**src/rtl/bus_reader_pkg.sv**
```systemverilog
// rtl/bus_reader_pkg.sv - shared widths and FSM encoding for the bus reader
package bus_reader_pkg;
  localparam int BR_DATAWIDTH = 16;
  localparam int BR_SRCW      = 2;
  localparam int BR_NSRC      = 4;

  typedef enum logic [1:0] {
    BR_IDLE   = 2'd0,
    BR_DRIVE  = 2'd1,
    BR_SAMPLE = 2'd2,
    BR_TURN   = 2'd3
  } br_state_e;
endpackage

```
**src/rtl/bus_reader_sync_fifo2.sv**
```systemverilog
// rtl/bus_reader_sync_fifo2.sv - 2-entry synchronous FIFO with registered head
module sync_fifo2 #(
  parameter int WIDTH = 8
) (
  input  logic             clk,
  input  logic             reset,
  input  logic             push,
  input  logic [WIDTH-1:0] push_data,
  input  logic             pop,
  output logic [WIDTH-1:0] head_data,
  output logic             full,
  output logic             empty
);
  logic [WIDTH-1:0] head_q, tail_q;
  logic [1:0]       count_q;
  logic             pop_eff, push_eff;

  assign pop_eff   = pop && (count_q != 2'd0);
  assign push_eff  = push && ((count_q != 2'd2) || pop_eff);
  assign head_data = head_q;
  assign full      = (count_q == 2'd2);
  assign empty     = (count_q == 2'd0);

  // Head only changes when a new word reaches it, so it holds its last value once drained.
  always_ff @(posedge clk) begin
    if (reset) begin
      head_q  <= '0;
      tail_q  <= '0;
      count_q <= 2'd0;
    end else begin
      case (count_q)
        2'd0: begin
          if (push_eff) begin
            head_q  <= push_data;
            count_q <= 2'd1;
          end
        end
        2'd1: begin
          if (push_eff && pop_eff) begin
            head_q <= push_data;
          end else if (push_eff) begin
            tail_q  <= push_data;
            count_q <= 2'd2;
          end else if (pop_eff) begin
            count_q <= 2'd0;
          end
        end
        default: begin
          if (pop_eff) begin
            head_q <= tail_q;
            if (push_eff) tail_q <= push_data;
            else          count_q <= 2'd1;
          end
        end
      endcase
    end
  end
endmodule

```
**src/rtl/bus_reader.sv**
```systemverilog
// rtl/bus_reader.sv - sequences tristate bus drivers and captures one word per request
module bus_reader
  import bus_reader_pkg::*;
#(
  parameter int DATAWIDTH = BR_DATAWIDTH,
  parameter int NSRC      = BR_NSRC,
  parameter int SRCW      = BR_SRCW
) (
  input  logic                 clk,
  input  logic                 reset,
  input  logic                 req_valid,
  input  logic [SRCW-1:0]      req_src,
  output logic                 req_ready,
  output logic [NSRC-1:0]      drv_en,
  input  logic [DATAWIDTH-1:0] bus_in,
  output logic                 out_valid,
  input  logic                 out_ready,
  output logic [DATAWIDTH-1:0] out_data,
  output logic [SRCW-1:0]      out_src,
  output logic                 out_err,
  output logic                 busy
);
  localparam int FW = DATAWIDTH + SRCW + 1;

  br_state_e       state, next_state;
  logic [SRCW-1:0] cur_src;
  logic [NSRC-1:0] src_onehot;
  logic            src_ok;
  logic            fifo_push, fifo_full, fifo_empty;
  logic [FW-1:0]   push_data, head_data;

  // An out-of-range index matches no bit, so its transfer runs with every driver off.
  always_comb begin
    src_onehot = '0;
    for (int i = 0; i < NSRC; i++) src_onehot[i] = (cur_src == SRCW'(i));
  end
  assign src_ok = |src_onehot;

  always_comb begin
    next_state = state;
    req_ready  = 1'b0;
    drv_en     = '0;
    fifo_push  = 1'b0;
    case (state)
      BR_IDLE: begin
        req_ready = !fifo_full && !reset;
        if (req_valid && req_ready) next_state = BR_DRIVE;
      end
      BR_DRIVE: begin
        drv_en     = src_onehot;
        next_state = BR_SAMPLE;
      end
      BR_SAMPLE: begin
        drv_en     = src_onehot;
        fifo_push  = 1'b1;
        next_state = BR_TURN;
      end
      BR_TURN:  next_state = BR_IDLE;
      default:  next_state = BR_IDLE;
    endcase
  end

  always_ff @(posedge clk) begin
    if (reset) begin
      state   <= BR_IDLE;
      cur_src <= '0;
    end else begin
      state <= next_state;
      if (state == BR_IDLE && req_valid && req_ready) cur_src <= req_src;
    end
  end

  assign push_data = {(src_ok ? bus_in : {DATAWIDTH{1'b0}}), cur_src, !src_ok};

  sync_fifo2 #(.WIDTH(FW)) u_fifo (
    .clk       (clk),
    .reset     (reset),
    .push      (fifo_push),
    .push_data (push_data),
    .pop       (out_ready),
    .head_data (head_data),
    .full      (fifo_full),
    .empty     (fifo_empty)
  );

  assign out_valid                  = !fifo_empty;
  assign {out_data, out_src, out_err} = head_data;
  assign busy                       = (state != BR_IDLE);
endmodule

```
**config.mk**
```make
export PLATFORM = sky130hd
export DESIGN_NAME = bus_reader
export DESIGN_NICKNAME = d
export VERILOG_FILES = /design/src/rtl/bus_reader_pkg.sv /design/src/rtl/bus_reader_sync_fifo2.sv /design/src/rtl/bus_reader.sv
export SDC_FILE = /design/constraint.sdc
export NUM_CORES = 1
export LEC_CHECK = 0
export CAP_MARGIN = 20
export CORE_ASPECT_RATIO = 1.25
export CORE_MARGIN = 2
export CORE_UTILIZATION = 43
export DETAILED_ROUTE_END_ITERATION = 6
export GPL_TIMING_DRIVEN = 1
export PLACE_DENSITY = 0.7
export SLEW_MARGIN = 10
export SYNTH_ARGS = -nofsm -noshare
export SYNTH_HDL_FRONTEND = slang
export SYNTH_SLANG_ARGS = --single-unit
```
**constraint.sdc**
```tcl
create_clock -name clk -period 2 [get_ports clk]
set_input_delay 0.5 -clock clk [delete_from_list [all_inputs] [get_ports clk]]
set_output_delay 0.5 -clock clk [all_outputs]
set_load 0.01 [all_outputs]
```
==> results.py, run 1 <==
metrics = {
    "run_status": {
        "status": "complete, no violations",
    },
    "global_routing": {
        "antenna_found_initial": 0,
        "grt_pass1_wl_um": 7548,
        "grt_pass1_vias": 1628,
        "grt.total_usage_pct": 17.27,
        "grt_max_degree": 63,
        "grt_overflow": 0,
    },
    "critical_path": {
        "worstPathRequired_ns": 1.50,
        "cp_max_fo": 6,
        "end_kind": "output port",
        "cp_cell_sequence": "or2_2 -> clkdlybuf4s50_1",
        "worst_path_largest_cell_delay_ns": 0.48,
        "path_buf_inv": 1,
        "cp_slowest_cell": "clkdlybuf4s50_1",
        "crit_type": "register to output port",
        "worst-endpoint-arrival_ns": 1.42,
        "startpoint_type": "register",
        "cp_top_family": "buffers and inverters",
    },
    "routing": {
        "viasPerCell": 5.138,
        "firstDrtPassIters": 4,
        "drtIter0Drc": 91,
        "final_antenna_net_count": 0,
        "wl_um": 4505,
        "wl_per_cell_um": 13.82,
        "via_count": 1675,
        "drc": 0,
    },
    "floorplanning": {
        "fp.coreArea_um2": 4800,
        "dieArea_um2": 5612,
        "start_util_pct": 45.02,
        "placementRows": 28,
        "die_width_um": 67.41,
        "io_pins": 48,
        "die_y_um": 83.26,
    },
    "place": {
        "dpl.hpwl_um": 3035,
        "dpl-instance-area_um2": 2690,
        "gp_congestion": 0.7308,
        "port-buffer-count": 47,
    },
    "power": {
        "clockPowerShare_pct": 20.1,
        "powerDensity_nw_per_um2": 1030,
        "power.switching_mw": 0.9338,
        "power_frac_seq_pct": 39.5,
        "p_leak_nw": 0.9435,
        "p_int_mw": 1.914,
        "power_frac_comb_pct": 40.3,
        "switching_share_pct": 32.79,
        "peakVddDrop_mv": 0.5305,
    },
    "clock_network": {
        "cts.sinks": 44,
        "cts_root_buf": "clkbuf_8",
        "numCtsBuffers": 5,
        "path_clk_slew_ns": 0.08,
        "cts_tree": "yes",
        "h-tree-depth": 2,
        "clkLatencyLatePin_ns": 0.29,
        "cts_buffer_depth": 2,
        "cts_setup_buffers": 0,
    },
    "sta": {
        "drv_slew": 0,
        "worst_clock_skew_ns": 0.004803,
        "slew_headroom_pct": 62.90,
        "whs_ns": 0.4720,
        "finalSetupViolCount": 0,
        "timing.fmax_mhz": 520.4,
        "hold_viol": 0,
        "tightest_slew_ns": 0.5565,
        "period_needed_ns": 1.922,
        "fin_crit_sh_pct": 96.08,
        "setup_tns_ns": 0,
        "grt_setup_unrepaired": "false",
    },
    "job": {
        "cap_violations": 0,
    },
    "finish": {
        "syn2layout_area_growth_pct": 27.91,
        "nets": 289,
        "fin_area_um2": 2764,
        "drive_above_1_share_pct": 15.04,
        "diodes": 0,
        "utilization_pct": 57.59,
    },
    "synthesis": {
        "yosys_warnings": 0,
        "syn_nets": 243,
        "syn_inst": 219,
        "synth-seq-area-share_pct": 40.76,
        "ys_types": 33,
        "synth-seq-cells": 44,
        "syn_area_um2": 2161,
        "synth_area_per_cell_um2": 9.867,
    },
    "min_path": {
        "hp-class": "register to register",
    },
}
[what timing repair did]
item                                    CTS  global route
resized for setup                         8            11
hold buffers                              0             0
endpoints found under the setup margin    6             5
[cells in the final DEF (no fill, tap or decap), drive strengths merged, types with 4 or more instances in the layout]
cell type,instances
dfxtp,44
nand2b,40
clkdlybuf4s50,40
mux2i,38
a21oi,20
a211oi,19
buf,12
clkbuf,10
inv,6
nor2,5
o21ai,4
[worst reg2reg max path: stages, from the launching register on]
cell	delay (ns)
dfxtp_1	0.33
inv_1	0.06
ha_1	0.22
or2_0	0.26
and2_1	0.21
buf_12	0.17
a211oi_1	0.21
[through the flow]
| step | setup slack, ns | power [mW] | instances |
|---|---|---|---|
| floorplan | 0.1569 | 1.826 | 219 |
| global placement | 0.05947 | 2.312 | 318 |
| detailed placement | 0.02553 | 2.328 | 318 |
| CTS | 0.006548 | 2.886 | 326 |
| global route | 0.02439 | 3.034 | 326 |
| finish | 0.07834 | 2.848 | 326 |
[synthesized netlist by cell type (all sizes together)]
| master | n | area [um^2] |
|---|---|---|
| a211oi | 19 | 187.7 |
| nor3 | 2 | 10.01 |
| nor2b | 2 | 12.51 |
| a211o | 1 | 8.760 |
| o21ai | 4 | 20.01 |
| ha | 2 | 25.02 |
| a21oi | 20 | 100.1 |
| nand3 | 2 | 10.01 |
| dfxtp | 44 | 880.8 |
| mux2i | 38 | 380.4 |
| nor3b | 2 | 15.01 |
| nand2 | 3 | 11.26 |
| o21bai | 1 | 11.26 |
| o22ai | 1 | 6.260 |
| inv | 6 | 22.52 |
| clkbuf | 7 | 26.28 |
| o21a | 1 | 7.510 |
| mux2 | 1 | 11.26 |
| or2 | 2 | 12.52 |
| o32ai | 1 | 8.760 |
| and3b | 1 | 8.760 |
| buf | 11 | 88.82 |
| and3 | 1 | 6.260 |
| or4b | 1 | 13.76 |
| and2 | 1 | 6.260 |
| nand2b | 40 | 250.2 |
| nor2 | 5 | 18.77 |
[final timing paths]
check                                      end                           start  slack, ns  depth (start not counted)
min reg2reg              state[0]$_SDFFE_PP0P_           state[0]$_SDFFE_PP0P_       0.47                          1
max reg2reg  u_fifo.head_data[11]$_SDFFE_PP0P_           state[0]$_SDFFE_PP0P_       0.45                          6
max                                  out_valid  u_fifo.count_q[0]$_SDFFE_PP0P_       0.08                          2
min                      state[0]$_SDFFE_PP0P_           state[0]$_SDFFE_PP0P_       0.47                          1
[final cells by class]
class | instances | area (um^2)
tap | 60 | 75.07
sequential | 44 | 880.8
inverter | 6 | 22.52
timing repair buffer | 57 | 539.3
clock inverter | 2 | 10.01
fill | 451 | 2036
multi-input combinational | 151 | 1154
clock buffer | 6 | 82.58
[power groups by stage]
stage	logic (mW)	registers, mW	clock network, mW
after detailed placement	1.18	1.15	0
final	1.15	1.13	0.574
after global placement	1.17	1.15	0
after floorplan	0.637	1.19	0
after global routing	1.26	1.15	0.623
after CTS	1.16	1.13	0.594
[kinds of logic (layout without fill, tap and decap cells)]
kind of cell | Yosys count | count (layout) | synth area share [%]
AND/OR/NAND/NOR | 62 | 62 | 17.37
AO/OA/AOI/OAI | 48 | 48 | 16.21
flip-flops | 44 | 44 | 40.76
multiplexers | 39 | 39 | 18.12
buffers and inverters | 24 | 71 | 6.369
adder cells (fa/ha/maj) | 2 | 2 | 1.158
[sequential cells by signal, indices dropped and copies added, names as in the netlist]
signal and count:
u_fifo.head_data 19, u_fifo.count_q 2, state 2, u_fifo.tail_q 19, cur_src 2
[layer usage]
layer	wire [um]	track usage, %	part of all wire (%)
met1	1986	21.19	44
met2	2307	28.89	51
met3	172	4.743	3.8
met4	38	5.009	0.84
met5	0	0	0
Power figures use the tool's default switching activity.
==> inputs of run 2 (changes only) <==
- CTS_BUF_LIST: not set -> sky130_fd_sc_hd__clkbuf_4
==> run 2 against run 1 <==
Sequential power about the same; count of clock-buffer cells in the layout is 1 lower; sequential share of layout area increased by 0.47 points; critical path type unchanged; register-to-register slack worse by 0.03 ns; die area unchanged; fmax up 3.5%.
==> results.py, run 2 (synthesized netlist as in run 1, its figures left out) <==
metrics = {
    "sta": {
        "slew_headroom_pct": 62.65,
        "fin_ws_ns": 0.1428,
        "finalSetupViolCount": 0,
        "fin_crit_sh_pct": 92.86,
        "hold_viol": 0,
        "period_needed_ns": 1.857,
        "setup_tns_ns": 0,
        "timing.fmax_mhz": 538.4,
        "tightest_slew_ns": 0.5603,
        "worst_clock_skew_ns": 0.009254,
        "grt_setup_unrepaired": "false",
        "drv_slew": 0,
    },
    "critical_path": {
        "startpoint_type": "register",
        "cp_slowest_cell": "dfxtp_2",
        "cp_top_family": "flip-flops",
        "rr_startpoint": "state[0]$_SDFFE_PP0P_",
        "worstPathRequired_ns": 1.50,
        "worst-endpoint-arrival_ns": 1.36,
        "r2r_end": "u_fifo.head_data[11]$_SDFFE_PP0P_",
        "rrSetupSlack_ns": 0.42,
        "cp_max_fo": 3,
        "worstRegToRegCells": 6,
        "crit_type": "register to output port",
        "cp_cell_sequence": "inv_1 -> ha_4 -> inv_1 -> nor3_1 -> clkbuf_2",
        "end_kind": "output port",
        "worst_path_largest_cell_delay_ns": 0.34,
        "path_buf_inv": 3,
        "cp_common_cell": "inv_1",
    },
    "routing": {
        "drtIter0Drc": 74,
        "wl_per_cell_um": 13.85,
        "wl_um": 4516,
        "via_count": 1674,
        "firstDrtPassIters": 4,
        "viasPerCell": 5.135,
        "drc": 0,
        "final_antenna_net_count": 0,
    },
    "global_routing": {
        "grt_overflow": 0,
        "grt_pass1_vias": 1615,
        "grt_max_degree": 63,
        "grt_pass1_wl_um": 7548,
        "grt.total_usage_pct": 17.41,
        "antenna_found_initial": 0,
    },
    "power": {
        "switching_share_pct": 34.18,
        "p_int_mw": 1.786,
        "power.switching_mw": 0.9274,
        "peakVddDrop_mv": 0.5959,
        "clockPowerShare_pct": 15.4,
        "powerDensity_nw_per_um2": 992.1,
        "power_frac_seq_pct": 41.7,
        "power_frac_comb_pct": 43.0,
        "p_leak_nw": 0.9338,
    },
    "finish": {
        "nets": 289,
        "mostFrequentLayoutCells": "41 x dfxtp_1, 40 x nand2b_1, 39 x clkdlybuf4s50_1",
        "fillers": 455,
        "drive_above_1_share_pct": 15.79,
        "diodes": 0,
        "fin_area_um2": 2735,
        "syn2layout_area_growth_pct": 26.58,
        "final_common_cell": "dfxtp_1",
    },
    "clock_network": {
        "numCtsBuffers": 5,
        "holdBufCountCts": 0,
        "clkLatencyLatePin_ns": 0.36,
        "cts_root_buf": "clkbuf_4",
        "cts_tree": "yes",
        "h-tree-depth": 2,
        "cts.sinks": 44,
        "path_clk_slew_ns": 0.13,
        "cts_buffer_depth": 2,
    },
    "min_path": {
        "hp-class": "register to register",
        "hp-start": "state[0]$_SDFFE_PP0P_",
        "worstHoldEndpoint": "state[0]$_SDFFE_PP0P_",
        "min_path_cells": 1,
    },
    "floorplanning": {
        "dieArea_um2": 5612,
        "fp.coreArea_um2": 4800,
        "die_y_um": 83.26,
        "placementRows": 28,
        "die_width_um": 67.41,
        "io_pins": 48,
        "start_util_pct": 45.02,
    },
    "place": {
        "gp_congestion": 0.7308,
        "dpl.hpwl_um": 3035,
        "dpl-instance-area_um2": 2690,
        "place_ws_ns": 0.02553,
        "port-buffer-count": 47,
    },
    "job": {
        "cap_violations": 0,
    },
    "run_status": {
        "status": "complete, no violations",
    },
}
## run 2: changes by cell type in the layout (fill, tap and decap cells not counted), moves of 3 or more
cell,delta
clkbuf_8,-6
clkbuf_4,+5
dfxtp_1,-3
dfxtp_2,+3
## run 2: metrics by stage
step                      total power, mW  util, %  std cells  hold WS, ns
after global routing                2.902    56.99        326       0.4574
after CTS                           2.751    57.22        326       0.4681
after detailed placement            2.328    56.05        318       0.4577
after global placement              2.312    56.05        318       0.4508
after floorplan                     1.826        -        219       0.4406
final                               2.714    56.99        326       0.4717
## run 2: what timing repair did
action                     4_1_cts  5_1_grt
resized for setup               15        9
setup endpoints to repair        7        5
cloned                           0        0
setup buffers                    0        0
## run 2: worst max path at each step
stage,start,endpoint,slack (ns),cells after the start
after detailed placement,state[1]$_SDFFE_PP0P_,drv_en[0],0.03,4
final,state[0]$_SDFFE_PP0P_,req_ready,0.14,5
after CTS,state[0]$_SDFFE_PP0P_,drv_en[3],0.001,4
after floorplan,reset,req_ready,0.16,4
after global placement,state[1]$_SDFFE_PP0P_,drv_en[0],0.06,4
after global routing,state[0]$_SDFFE_PP0P_,req_ready,0.02,5
## run 2: layout make-up
cell class / instances / area [um^2] / area share [%]
clock buffers: 5 / 37.54 / 1.372
clock inverters: 3 / 13.76 / 0.5032
multi-input cells: 151 / 1164 / 42.54
well taps: 60 / 75.07 / 2.745
repair buffers: 57 / 538.0 / 19.67
inverters: 6 / 22.52 / 0.8234
flip-flops and latches: 44 / 884.6 / 32.34
## run 2: worst reg2reg max path: stages, from the launching register on
cell and delay, ns:
dfxtp_2 0.35, inv_1 0.07, ha_1 0.23, or2_0 0.26, and2_1 0.21, buf_12 0.17
a211oi_1 0.21
## run 2: routing by layer
metal	part of all wire, %	GRT usage [%]	vias to the layer above
met2	50	27.90	30
met3	3.6	5.556	5
li1	-	-	855
met1	45	22.04	784
met5	0	0	-
met4	1.1	5.009	0
## run 2: power groups by stage
stage	Combinational, mW	Clock, mW	Sequential, mW
after floorplan	0.637	0	1.19
after global placement	1.17	0	1.15
after detailed placement	1.18	0	1.15
after CTS	1.18	0.437	1.13
after global routing	1.28	0.467	1.15
final	1.17	0.418	1.13
